[config.mk]
export PLATFORM = sky130hd
export DESIGN_NAME = fifo_uart_tx
export DESIGN_NICKNAME = d
export VERILOG_FILES = /design/src/rtl/fifo_uart_tx.sv
export SDC_FILE = /design/constraint.sdc
export NUM_CORES = 1
export LEC_CHECK = 0
export BUFFER_PORTS_ARGS = -buffer_cell sky130_fd_sc_hd__buf_2
export CORE_ASPECT_RATIO = 1.5
export CORE_MARGIN = 2
export CORE_UTILIZATION = 54
export DETAILED_ROUTE_END_ITERATION = 10
export PLACE_DENSITY = 0.72
export SLEW_MARGIN = 20
export SYNTH_ARGS = -nofsm -noshare
export SYNTH_HDL_FRONTEND = slang
export SYNTH_SLANG_ARGS = --single-unit
export TNS_END_PERCENT = 50
[constraint.sdc]
create_clock -name CLK -period 2.2 [get_ports CLK]
set_input_delay 0 -clock CLK [delete_from_list [all_inputs] [get_ports CLK]]
set_output_delay 0 -clock CLK [all_outputs]
set_load 0.01 [all_outputs]
[src/rtl/fifo_uart_tx.sv]
//------------------------------------------------------------------------------
// fifo_uart_tx
//
// Drain for a 16-bit FIFO: pops one word at a time through the FIFO read port
// and sends it on TXD as two UART frames. The low byte goes first unless
// LOW_BYTE_FIRST is 0.
//
// Build option: define FIFO_UART_TX_PARITY_EN to insert an even-parity bit
// after each data byte. This turns 8N1 frames (10 bit times) into 8E1 frames
// (11 bit times). Without the macro the PARITY state does not exist.
//
// Every output comes straight from a flop. TXD idles high and is forced high
// by reset, so a reset in the middle of a frame abandons the word at once.
//------------------------------------------------------------------------------
`timescale 1ns/1ps

module fifo_uart_tx #(
    parameter int CLKS_PER_BIT   = 87,    // clock cycles per UART bit, >= 2
    parameter bit LOW_BYTE_FIRST = 1'b1,  // 1: DOUT[7:0] goes first
    parameter int VALID_TIMEOUT  = 4      // max cycles spent in WAIT for VALID
) (
    input  logic        CLK,
    input  logic        RST_N,
    input  logic        ENABLE,
    input  logic        FIFO_EMPTY,
    input  logic        FIFO_VALID,
    input  logic [15:0] FIFO_DOUT,
    output logic        FIFO_RD,
    output logic        TXD,
    output logic        BUSY,
    output logic        ERR
);

    // Counter widths. The baud counter runs 0..CLKS_PER_BIT-1. The WAIT counter
    // runs 0..VALID_TIMEOUT-1.
    localparam int BAUD_W = (CLKS_PER_BIT > 1) ? $clog2(CLKS_PER_BIT) : 1;
    localparam int TO_W   = (VALID_TIMEOUT > 1) ? $clog2(VALID_TIMEOUT) : 1;

    localparam logic [BAUD_W-1:0] BAUD_LAST = BAUD_W'(CLKS_PER_BIT - 1);
    localparam logic [TO_W-1:0]   TO_LAST   = TO_W'(VALID_TIMEOUT - 1);

    // Controller states
    localparam logic [2:0] S_IDLE   = 3'd0;
    localparam logic [2:0] S_FETCH  = 3'd1;
    localparam logic [2:0] S_WAIT   = 3'd2;
    localparam logic [2:0] S_START  = 3'd3;
    localparam logic [2:0] S_DATA   = 3'd4;
`ifdef FIFO_UART_TX_PARITY_EN
    localparam logic [2:0] S_PARITY = 3'd5;
`endif
    localparam logic [2:0] S_STOP   = 3'd6;

    // State and datapath registers
    logic [2:0]        state_q,    state_d;
    logic [BAUD_W-1:0] baud_q,     baud_d;
    logic [2:0]        bit_q,      bit_d;
    logic              byte_idx_q, byte_idx_d;
    logic [TO_W-1:0]   wait_q,     wait_d;
    logic [15:0]       shadow_q,   shadow_d;

    // Output registers
    logic txd_q,  txd_d;
    logic rd_q,   rd_d;
    logic busy_q, busy_d;
    logic err_q,  err_d;

    // Helper signals
    logic       baud_done;
    logic       sel_hi;
    logic [7:0] cur_byte;
    logic [2:0] bit_nxt;

    // The current bit time ends on the last cycle of the baud counter.
    always_comb begin
        baud_done = (baud_q == BAUD_LAST);
        bit_nxt   = bit_q + 3'd1;
    end

    // Pick the byte being sent from the shadow word.
    // byte_idx 0 is the first byte on the wire.
    always_comb begin
        sel_hi   = LOW_BYTE_FIRST ? byte_idx_q : ~byte_idx_q;
        cur_byte = sel_hi ? shadow_q[15:8] : shadow_q[7:0];
    end

    // Next-state and next-output logic for the fetch / serialise sequence.
    always_comb begin
        // NOTE: every signal assigned below gets a default first. A path that
        // skips an assignment then holds the value in a flop, not a latch.
        state_d    = state_q;
        baud_d     = baud_q;
        bit_d      = bit_q;
        byte_idx_d = byte_idx_q;
        wait_d     = wait_q;
        shadow_d   = shadow_q;
        txd_d      = txd_q;
        rd_d       = 1'b0;
        err_d      = 1'b0;

        case (state_q)
            S_IDLE: begin
                txd_d = 1'b1;
                // FIFO_EMPTY is only looked at here. That keeps RD away from
                // an empty FIFO.
                if (ENABLE && !FIFO_EMPTY) begin
                    state_d = S_FETCH;
                    rd_d    = 1'b1;
                end
            end

            S_FETCH: begin
                state_d = S_WAIT;
                wait_d  = '0;
            end

            S_WAIT: begin
                if (FIFO_VALID) begin
                    shadow_d   = FIFO_DOUT;
                    byte_idx_d = 1'b0;
                    baud_d     = '0;
                    txd_d      = 1'b0;
                    state_d    = S_START;
                end else if (wait_q == TO_LAST) begin
                    // Give up on this fetch. IDLE retries it later.
                    err_d   = 1'b1;
                    state_d = S_IDLE;
                end else begin
                    wait_d = wait_q + TO_W'(1);
                end
            end

            S_START: begin
                if (baud_done) begin
                    baud_d  = '0;
                    bit_d   = 3'd0;
                    txd_d   = cur_byte[0];
                    state_d = S_DATA;
                end else begin
                    baud_d = baud_q + BAUD_W'(1);
                end
            end

            S_DATA: begin
                if (baud_done) begin
                    baud_d = '0;
                    if (bit_q == 3'd7) begin
`ifdef FIFO_UART_TX_PARITY_EN
                        txd_d   = ^cur_byte;
                        state_d = S_PARITY;
`else
                        txd_d   = 1'b1;
                        state_d = S_STOP;
`endif
                    end else begin
                        bit_d = bit_nxt;
                        txd_d = cur_byte[bit_nxt];
                    end
                end else begin
                    baud_d = baud_q + BAUD_W'(1);
                end
            end

`ifdef FIFO_UART_TX_PARITY_EN
            S_PARITY: begin
                if (baud_done) begin
                    baud_d  = '0;
                    txd_d   = 1'b1;
                    state_d = S_STOP;
                end else begin
                    baud_d = baud_q + BAUD_W'(1);
                end
            end
`endif

            S_STOP: begin
                if (baud_done) begin
                    baud_d = '0;
                    if (!byte_idx_q) begin
                        // The second byte follows with no idle gap.
                        byte_idx_d = 1'b1;
                        txd_d      = 1'b0;
                        state_d    = S_START;
                    end else begin
                        txd_d   = 1'b1;
                        state_d = S_IDLE;
                    end
                end else begin
                    baud_d = baud_q + BAUD_W'(1);
                end
            end

            default: begin
                txd_d   = 1'b1;
                state_d = S_IDLE;
            end
        endcase

        busy_d = (state_d != S_IDLE);
    end

    // State, counter and output flops. Reset puts the block in IDLE with TXD high.
    always_ff @(posedge CLK or negedge RST_N) begin
        if (!RST_N) begin
            state_q    <= S_IDLE;
            baud_q     <= '0;
            bit_q      <= 3'd0;
            byte_idx_q <= 1'b0;
            wait_q     <= '0;
            shadow_q   <= 16'h0000;
            txd_q      <= 1'b1;
            rd_q       <= 1'b0;
            busy_q     <= 1'b0;
            err_q      <= 1'b0;
        end else begin
            // NOTE: non-blocking assignments only. Every flop samples the
            // pre-edge values, whatever order these lines are written in.
            state_q    <= state_d;
            baud_q     <= baud_d;
            bit_q      <= bit_d;
            byte_idx_q <= byte_idx_d;
            wait_q     <= wait_d;
            shadow_q   <= shadow_d;
            txd_q      <= txd_d;
            rd_q       <= rd_d;
            busy_q     <= busy_d;
            err_q      <= err_d;
        end
    end

    // Outputs come straight from their flops.
    always_comb begin
        TXD     = txd_q;
        FIFO_RD = rd_q;
        BUSY    = busy_q;
        ERR     = err_q;
    end

endmodule

==> flow_summary.yaml, run 1 <==
synthesis:
  synthesis.nets: 204
  synthArstFlopShare_pct: 100
  syn-cell-area_mm2: 0.00194
  ys_seq_area_share_pct: 46.5
  synth-seq-cells: 36
  synthCells: 178
  syn_area_per_cell_um2: 10.9
  synth_cell_types: 49
  synth_edf_count: 0
  ys_warn_count: 0
  ys.flop_type: "dfrtp_1"
sta:
  tns_ns: 0
  tightest_slew_ns: 0.779
  fin_skew_ns: 0.00464
  setup_viol: 0
  max_slew_margin_pct: 48.1
  rsz0062_at_grt: "false"
  slew_viol_final: 0
  max_freq_mhz: 538
  period_share_pct: 84.5
  finalWorstSetupSlack_ns: 0.342
  post-route-min-period_ns: 1.86
  hold_viol: 0
critical_path:
  reg2reg_to: "TXD$_DFFE_PN1P_"
  ff2ff_setup_slack_ns: 0.34
  end_kind: "flip-flop"
  crit_end: "TXD$_DFFE_PN1P_"
  cp_slowest_stage_delay_ns: 0.45
  path_class: "reg -> reg"
  critPathLaunchType: "flip-flop"
  r2r-start: "bit_q[0]$_DFFE_PN0P_"
  critPathSlowestCell: "dfrtp_1"
  path_max_fanout: 7
  crit_chain: "ha_1, nor2b_1, a2111oi_0, o211ai_1, o211ai_1, mux2_4"
  crit_arrival_ns: 2.10
  worst-r2r-cell-count: 6
  crit_top_cell: "o211ai_1"
  startpoint: "bit_q[0]$_DFFE_PN0P_"
  critPathRequiredTime_ns: 2.44
route:
  firstDrtPassIters: 4
  via_per_inst: 5.70
  first_iter_violations: 19
  route.detailed.drc: 0
  wl_per_cell_um: 14.8
  vias: 1505
  drtAntennaViolNets: 0
  wl_um: 3900
placed_design:
  gp_congestion: 0.883
  place_worst_setup_slack_ns: 0.361
  dpl.cell_count: 239
  placement.io_buffers: 24
  dp_hpwl_um: 2790
global_route:
  grt_usage_pct: 22.3
  grt_first_pass_wirelength_um: 6860
  grt_overflow: 0
  antenna_found_initial: 0
  grt_max_degree: 37
  grt_pass1_vias: 1554
cells_and_area:
  final_cell_mix: "dfrtp_1 (35), buf_2 (24), dlygate4sd3_1 (17), nor2_1 (15), mux2_2 (14)"
  multi_input_area_um2: 958
  fin_nets: 247
  final_common_cell: "dfrtp_1"
  ff_latch_area_um2: 902
  syn_to_final_growth_pct: 24.7
  stdcell_count: 264
  layout-drive-gt1-share_pct: 27.9
  nFillCells: 254
  antenna_cells: 0
cts:
  clk_path_buf_depth: 2
  insertion_delay_ns: 0.29
  htree_levels: 2
  cts_tree: "done"
  clk_pin_slew_ns: 0.07
  cts_root_buf: "clkbuf_8"
  postCtsSetupRepairBufs: 0
  clock_sinks: 36
  cts_buffers: 5
floorplanning:
  die_h_um: 77.4
  fp-row-count: 26
  core_area_mm2: 0.00342
  fp.dieW_um: 52.9
  dieArea_mm2: 0.00410
  initial_utilization_pct: 56.8
  pin_count: 25
min_path:
  min_path_type: "in -> reg"
run:
  cap_violations: 0
pwr:
  power_density_mw_per_mm2: 654
  power_uw: 1580
  power_leakage_uw: 0.00108
  peakVddDrop_mv: 0.589
status:
  outcome: "finished clean"
-- kinds of logic after synthesis --
family / synth area share [%]
AND/OR/NAND/NOR: 16.1
multiplexers: 15.4
adder cells (fa/ha/maj): 3.23
flip-flops: 46.5
buffers and inverters: 4.06
XOR/XNOR: 1.81
AO/OA/AOI/OAI: 13.0
-- sequential cells by signal, indices dropped and copies added (netlist names) --
name        count
wait_q          2
BUSY            1
ERR             1
bit_q           3
TXD             1
baud_q          7
FIFO_RD         1
state_q         3
byte_idx_q      1
shadow_q       16
-- power by group --
part	switching, uW	internal [uW]	total, uW
sequential	9.28	677	687
clock	243	567	810
combinational	33.5	51.2	84.7
-- layer usage --
layer	up-vias	global-route usage, %	part of all wire, %
met3	8	5.58	4.3
met1	724	25.5	39
li1	737	-	-
met4	0	7.95	1.5
met2	36	39.0	55
met5	-	0	0
-- how the worst min path moves through the flow --
| stage | startpoint | to | slack [ns] | cells after the start |
|---|---|---|---|---|
| 2_1_floorplan | RST_N | BUSY$_DFF_PN0_ | -0.30 | 0 |
| 3_3_place_gp | RST_N | wait_q[0]$_DFFE_PN0P_ | 0.12 | 1 |
| 3_5_place_dp | RST_N | wait_q[0]$_DFFE_PN0P_ | 0.13 | 1 |
| 4_1_cts | FIFO_EMPTY | FIFO_RD$_DFF_PN0_ | 0.01 | 4 |
| 5_1_grt | ENABLE | FIFO_RD$_DFF_PN0_ | 0.03 | 3 |
| 6_report | FIFO_EMPTY | FIFO_RD$_DFF_PN0_ | 0.02 | 4 |
-- cells in the mapped netlist, types with 4 or more instances --
master / n / share of area, %
a21oi_1: 10 / 2.6
buf_4: 4 / 1.5
dfrtp_1: 35 / 45
ha_1: 5 / 3.2
inv_1: 6 / 1.2
mux2_2: 14 / 8.1
mux2i_1: 8 / 4.1
nand2_1: 11 / 2.1
nand3_1: 4 / 1.0
nor2_1: 15 / 2.9
o21ai_0: 6 / 1.5
xor2_1: 4 / 1.8
-- critical path, delay by kind of cell, from the launching register on --
kind | cells | cell delay [ns]
flip-flops | 1 | 0.45
AND/OR/NAND/NOR | 1 | 0.17
multiplexers | 1 | 0.17
adder cells (fa/ha/maj) | 1 | 0.40
AO/OA/AOI/OAI | 3 | 0.61
-- repair_timing --
item                      in CTS  in global routing
hold endpoints to repair      51                  0
resized for setup              0                  0
hold buffers                  17                  0
-- cell type report --
type / count / area share [%]
multi-input combinational: 126 / 39.6
sequential: 36 / 37.3
timing repair buffer: 45 / 13.2
clock inverter: 3 / 3.72
clock buffer: 5 / 2.85
tap: 42 / 2.17
inverter: 7 / 1.09
-- per-stage QoR --
stage	hold slack [ns]	instance area (um2)	utilization, %
floorplan	-0.296	1940	-
global placement	0.119	2090	61.2
detailed placement	0.125	2090	61.2
CTS	0.0131	2420	70.8
global route	0.0256	2420	70.8
finish	0.0227	2420	70.8
(Power assumes the default switching activity.)
==> run 2: changes to the inputs <==
==> constraint.sdc (replaced) <==
create_clock -name CLK -period 1.95 [get_ports CLK]
set_input_delay 0 -clock CLK [delete_from_list [all_inputs] [get_ports CLK]]
set_output_delay 0 -clock CLK [all_outputs]
set_load 0.01 [all_outputs]
==> flow_summary.yaml, run 2 (synthesized netlist as in run 1, its figures left out) <==
critical_path:
  critPathLaunchType: "flip-flop"
  path_max_fanout: 4
  critPathSlowestCell: "dfrtp_1"
  crit_arrival_ns: 2.08
  crit_chain: "inv_1, ha_1, nand4b_2, nor4b_4, o22ai_1, a21oi_2, mux2_4"
  critPathRequiredTime_ns: 2.17
  cp_slowest_stage_delay_ns: 0.43
  path_class: "reg -> reg"
  end_kind: "flip-flop"
global_route:
  grt_first_pass_wirelength_um: 6970
  grt.met3_usage_pct: 4.81
  grt_util_met1_pct: 27.0
  grt_usage_pct: 22.6
  met2_usage_pct: 39.0
  grt_max_degree: 37
  top_usage_layer: "met2"
  grt_pass1_vias: 1543
  antenna_found_initial: 0
  grt_overflow: 0
sta:
  max_freq_mhz: 539
  tightest_slew_ns: 0.795
  rsz0062_at_grt: "true"
  hold_viol: 0
  post-route-min-period_ns: 1.85
  timing.hold.ws_ns: 0.0217
  fin_skew_ns: 0.00808
  max_slew_margin_pct: 47.0
  finalWorstSetupSlack_ns: 0.0964
  slew_viol_final: 0
  period_share_pct: 95.1
  setup_viol: 0
pwr:
  power_leakage_uw: 0.00106
  power_density_mw_per_mm2: 589
  peakVddDrop_mv: 0.745
placed_design:
  dp_hpwl_um: 2780
  placement.io_buffers: 24
  place_area_mm2: 0.00213
  gp_congestion: 0.953
  place_worst_setup_slack_ns: 0.119
cts:
  clock_sinks: 36
  cts_tree: "done"
  cts_root_buf: "clkbuf_8"
  clk_path_buf_depth: 2
  insertion_delay_ns: 0.29
  htree_levels: 2
  cts_buffers: 5
  clk_pin_slew_ns: 0.08
  postCtsSetupRepairBufs: 0
route:
  first_iter_violations: 45
  wl_per_cell_um: 15.3
  route.detailed.drc: 0
  wl_um: 4100
  drtAntennaViolNets: 0
  via_per_inst: 5.75
  vias: 1540
  firstDrtPassIters: 4
cells_and_area:
  fin_util_pct: 70.3
  final_common_cell: "dfrtp_1"
  fin_nets: 251
  largest_reg_flops: 16
  largest_registers: "shadow_q x16, baud_q x7"
  top_register: "shadow_q"
  layout-drive-gt1-share_pct: 29.2
  fin_area_mm2: 0.00240
  syn_to_final_growth_pct: 23.9
  final_cell_mix: "dfrtp_1 (35), buf_2 (24), dlygate4sd3_1 (17), nor2_1 (15), mux2_2 (14)"
  nFillCells: 250
  antenna_cells: 0
floorplanning:
  dieArea_mm2: 0.00410
  core_area_mm2: 0.00342
  pin_count: 25
  initial_utilization_pct: 56.8
  fp.dieW_um: 52.9
  fp-row-count: 26
  die_h_um: 77.4
run:
  cap_violations: 0
status:
  outcome: "finished clean"
min_path:
  min_path_type: "in -> reg"
==> run 2: worst paths after layout <==
path	end	cells after the start	startpoint	slack, ns
worst max-delay path	TXD$_DFFE_PN1P_	7	baud_q[0]$_DFFE_PN0P_	0.1
worst min-delay path	FIFO_RD$_DFF_PN0_	4	FIFO_EMPTY	0.02
worst max register to register	TXD$_DFFE_PN1P_	7	baud_q[0]$_DFFE_PN0P_	0.1
worst min register to register	shadow_q[8]$_DFFE_PN0P_	1	shadow_q[8]$_DFFE_PN0P_	0.49
max in group asynchronous	baud_q[3]$_DFFE_PN0P_	2	RST_N	1.12
min in group asynchronous	bit_q[2]$_DFFE_PN0P_	2	RST_N	0.33
==> run 2: report_power, final <==
group | internal [uW] | switching [uW] | total, uW
Sequential | 764 | 10.1 | 774
Clock | 253 | 291 | 544
Combinational | 58.0 | 40.5 | 98.4
Total | 1070 | 341 | 1420
==> run 2: layer usage <==
metal / wire length (um) / up-vias
li1: - / 736
met1: 1650 / 752
met2: 2210 / 46
met3: 190 / 6
met4: 48 / 0
met5: 0 / -
==> run 2: critical path, delay by kind of cell, from the launching register on <==
kind            cells  cell delay (ns)
mux                 1             0.30
flops               1             0.43
compound gates      2             0.28
buf+inv             1             0.07
fa+ha+maj           1             0.15
simple gates        2             0.55
==> run 2: layout make-up <==
| class | instances | area (um2) | area share [%] |
|---|---|---|---|
| sequential | 36 | 902 | 37.6 |
| timing repair buffer | 49 | 363 | 15.1 |
| clock buffer | 5 | 68.8 | 2.86 |
| clock inverter | 3 | 23.8 | 0.990 |
| tap | 42 | 52.6 | 2.19 |
| multi-input combinational | 126 | 966 | 40.2 |
| inverter | 7 | 26.3 | 1.09 |
==> run 2: per-stage QoR <==
stage	TNS [ns]	total power, uW	std cells
4_1_cts	0	1430	268
6_report	0	1420	268
5_1_grt	-0.0154	1470	268
3_3_place_gp	0	854	243
2_1_floorplan	0	818	178
3_5_place_dp	0	860	243
==> run 2: repair_timing <==
| item | 4_1_cts | 5_1_grt |
|---|---|---|
| hold buffers | 17 | 0 |
| endpoints found under the setup margin | 0 | 3 |
| hold endpoints to repair | 51 | 0 |
| resized for setup | 0 | 2 |
==> run 3: changes to the inputs <==
--- a/config.mk
+++ b/config.mk
@@ -7,7 +7,7 @@
 export LEC_CHECK = 0
 export BUFFER_PORTS_ARGS = -buffer_cell sky130_fd_sc_hd__buf_2
 export CORE_ASPECT_RATIO = 1.5
-export CORE_MARGIN = 2
+export CORE_MARGIN = 3
 export CORE_UTILIZATION = 54
 export DETAILED_ROUTE_END_ITERATION = 10
 export PLACE_DENSITY = 0.72
==> flow_summary.yaml, run 3 (synthesized netlist as in run 1, its figures left out) <==
floorplanning:
  pin_count: 25
  core_area_mm2: 0.00342
  dieArea_mm2: 0.00436
  die_h_um: 79.4
  fp.dieW_um: 54.9
  initial_utilization_pct: 56.8
  fp-row-count: 26
cts:
  cts_buffers: 5
  clk_path_buf_depth: 2
  cts_root_buf: "clkbuf_8"
  cts_tree: "done"
  clock_sinks: 36
  htree_levels: 2
  clk_pin_slew_ns: 0.08
  insertion_delay_ns: 0.29
pwr:
  clkPwrFrac_pct: 38.3
  combinationalPowerShare_pct: 6.8
  peakVddDrop_mv: 0.520
  p_sw_uw: 336
  pwr-share-seq_pct: 54.8
  power_leakage_uw: 0.00107
  power.share.switching_pct: 23.8
  power_density_mw_per_mm2: 589
  internal_power_uw: 1070
sta:
  rsz0062_at_grt: "false"
  period_share_pct: 94.3
  tightest_slew_ns: 0.778
  max_freq_mhz: 544
  slew_viol_final: 0
  timing.hold.ws_ns: 0.0138
  fin_skew_ns: 0.00666
  max_slew_margin_pct: 48.2
  finalWorstSetupSlack_ns: 0.110
  post-route-min-period_ns: 1.84
  hold_viol: 0
  setup_viol: 0
  tns_ns: 0
critical_path:
  critPathRequiredTime_ns: 2.19
  path_max_fanout: 6
  crit_arrival_ns: 2.08
  cp_slowest_stage_delay_ns: 0.39
  worst-r2r-cell-count: 6
  reg2reg_to: "TXD$_DFFE_PN1P_"
  critPathLaunchType: "flip-flop"
  r2r-start: "bit_q[0]$_DFFE_PN0P_"
  path_class: "reg -> reg"
  critPathSlowestCell: "dfrtp_1"
  ff2ff_setup_slack_ns: 0.11
  crit_top_cell: "o211ai_1"
  end_kind: "flip-flop"
  crit_chain: "ha_1, nor2b_1, a2111oi_1, o211ai_1, o211ai_1, mux2_4"
run:
  cap_violations: 0
cells_and_area:
  top_register: "shadow_q"
  layout-drive-gt1-share_pct: 29.2
  fin_util_pct: 70.1
  fin_area_mm2: 0.00240
  syn_to_final_growth_pct: 23.5
  antenna_cells: 0
  largest_registers: "shadow_q x16, baud_q x7"
  largest_reg_flops: 16
  final_cell_mix: "dfrtp_1 (35), buf_2 (24), dlygate4sd3_1 (17), nor2_1 (15), mux2_2 (14)"
  final_common_cell: "dfrtp_1"
  fin_nets: 251
  nFillCells: 236
global_route:
  antenna_found_initial: 0
  grt_max_degree: 37
  grt_usage_pct: 21.8
  grt_first_pass_wirelength_um: 6950
  grt_pass1_vias: 1561
  grt_overflow: 0
route:
  vias: 1534
  drtAntennaViolNets: 0
  wl_per_cell_um: 15.0
  first_iter_violations: 41
  via_per_inst: 5.72
  firstDrtPassIters: 4
  wl_um: 4020
  route.detailed.drc: 0
placed_design:
  dp_hpwl_um: 2890
  place_area_mm2: 0.00212
  place_worst_setup_slack_ns: 0.0938
  gp_congestion: 0.950
  placement.io_buffers: 24
min_path:
  holdPathEnd: "FIFO_RD$_DFF_PN0_"
  hp-start: "ENABLE"
  min_path_cells: 3
  min_path_type: "in -> reg"
status:
  outcome: "finished clean"
run 3: changes by cell type in the layout (fill, tap and decap cells not counted):
cell / change
nor3b_2: +1
nor3b_4: -1
run 3: through the flow:
step	total power, uW	cells
global route	1470	268
detailed placement	860	242
CTS	1420	267
global placement	854	242
floorplan	818	178
finish	1410	268
run 3: worst max path at each step:
stage	start	depth (start not counted)	to	slack (ns)
floorplan	bit_q[0]$_DFFE_PN0P_	6	TXD$_DFFE_PN1P_	0.25
global placement	bit_q[0]$_DFFE_PN0P_	6	TXD$_DFFE_PN1P_	0.14
detailed placement	bit_q[0]$_DFFE_PN0P_	6	TXD$_DFFE_PN1P_	0.09
CTS	bit_q[0]$_DFFE_PN0P_	6	TXD$_DFFE_PN1P_	0.06
global route	baud_q[0]$_DFFE_PN0P_	7	TXD$_DFFE_PN1P_	0.005
finish	bit_q[0]$_DFFE_PN0P_	6	TXD$_DFFE_PN1P_	0.11
run 3: metal layers:
metal	GRT usage (%)	wire (um)
met1	26.0	1560
met5	0	0
met2	36.4	2170
met4	7.79	91
met3	5.98	197
run 3: critical path: cells and delay by family, from the launching register on:
kind / cells / cell delay [ns]
adder cells (fa/ha/maj): 1 / 0.37
AO/OA/AOI/OAI: 3 / 0.67
multiplexers: 1 / 0.17
AND/OR/NAND/NOR: 1 / 0.18
flip-flops: 1 / 0.39
run 3: power groups by stage:
| stage | combinational, uW | sequential (uW) | clock [uW] |
|---|---|---|---|
| after floorplan | 32.3 | 785 | 0 |
| after global placement | 67.5 | 787 | 0 |
| after detailed placement | 71.7 | 788 | 0 |
| after CTS | 97.9 | 774 | 552 |
| after global routing | 108 | 776 | 587 |
| final | 96.4 | 774 | 541 |
run 3: layout make-up:
| class | count | area [um2] | area share [%] |
|---|---|---|---|
| timing repair buffer | 49 | 363 | 15.1 |
| multi-input combinational | 126 | 960 | 40.1 |
| tap | 42 | 52.6 | 2.19 |
| clock buffer | 5 | 68.8 | 2.87 |
| sequential | 36 | 902 | 37.7 |
| clock inverter | 3 | 23.8 | 0.992 |
| inverter | 7 | 26.3 | 1.10 |
run 3: repair_timing:
action | in CTS | in global routing
hold buffers | 17 | 0
gates resized for setup | 0 | 1
setup endpoints to repair | 0 | 1
endpoints found under the hold margin | 51 | 0
buffers inserted | 0 | 1
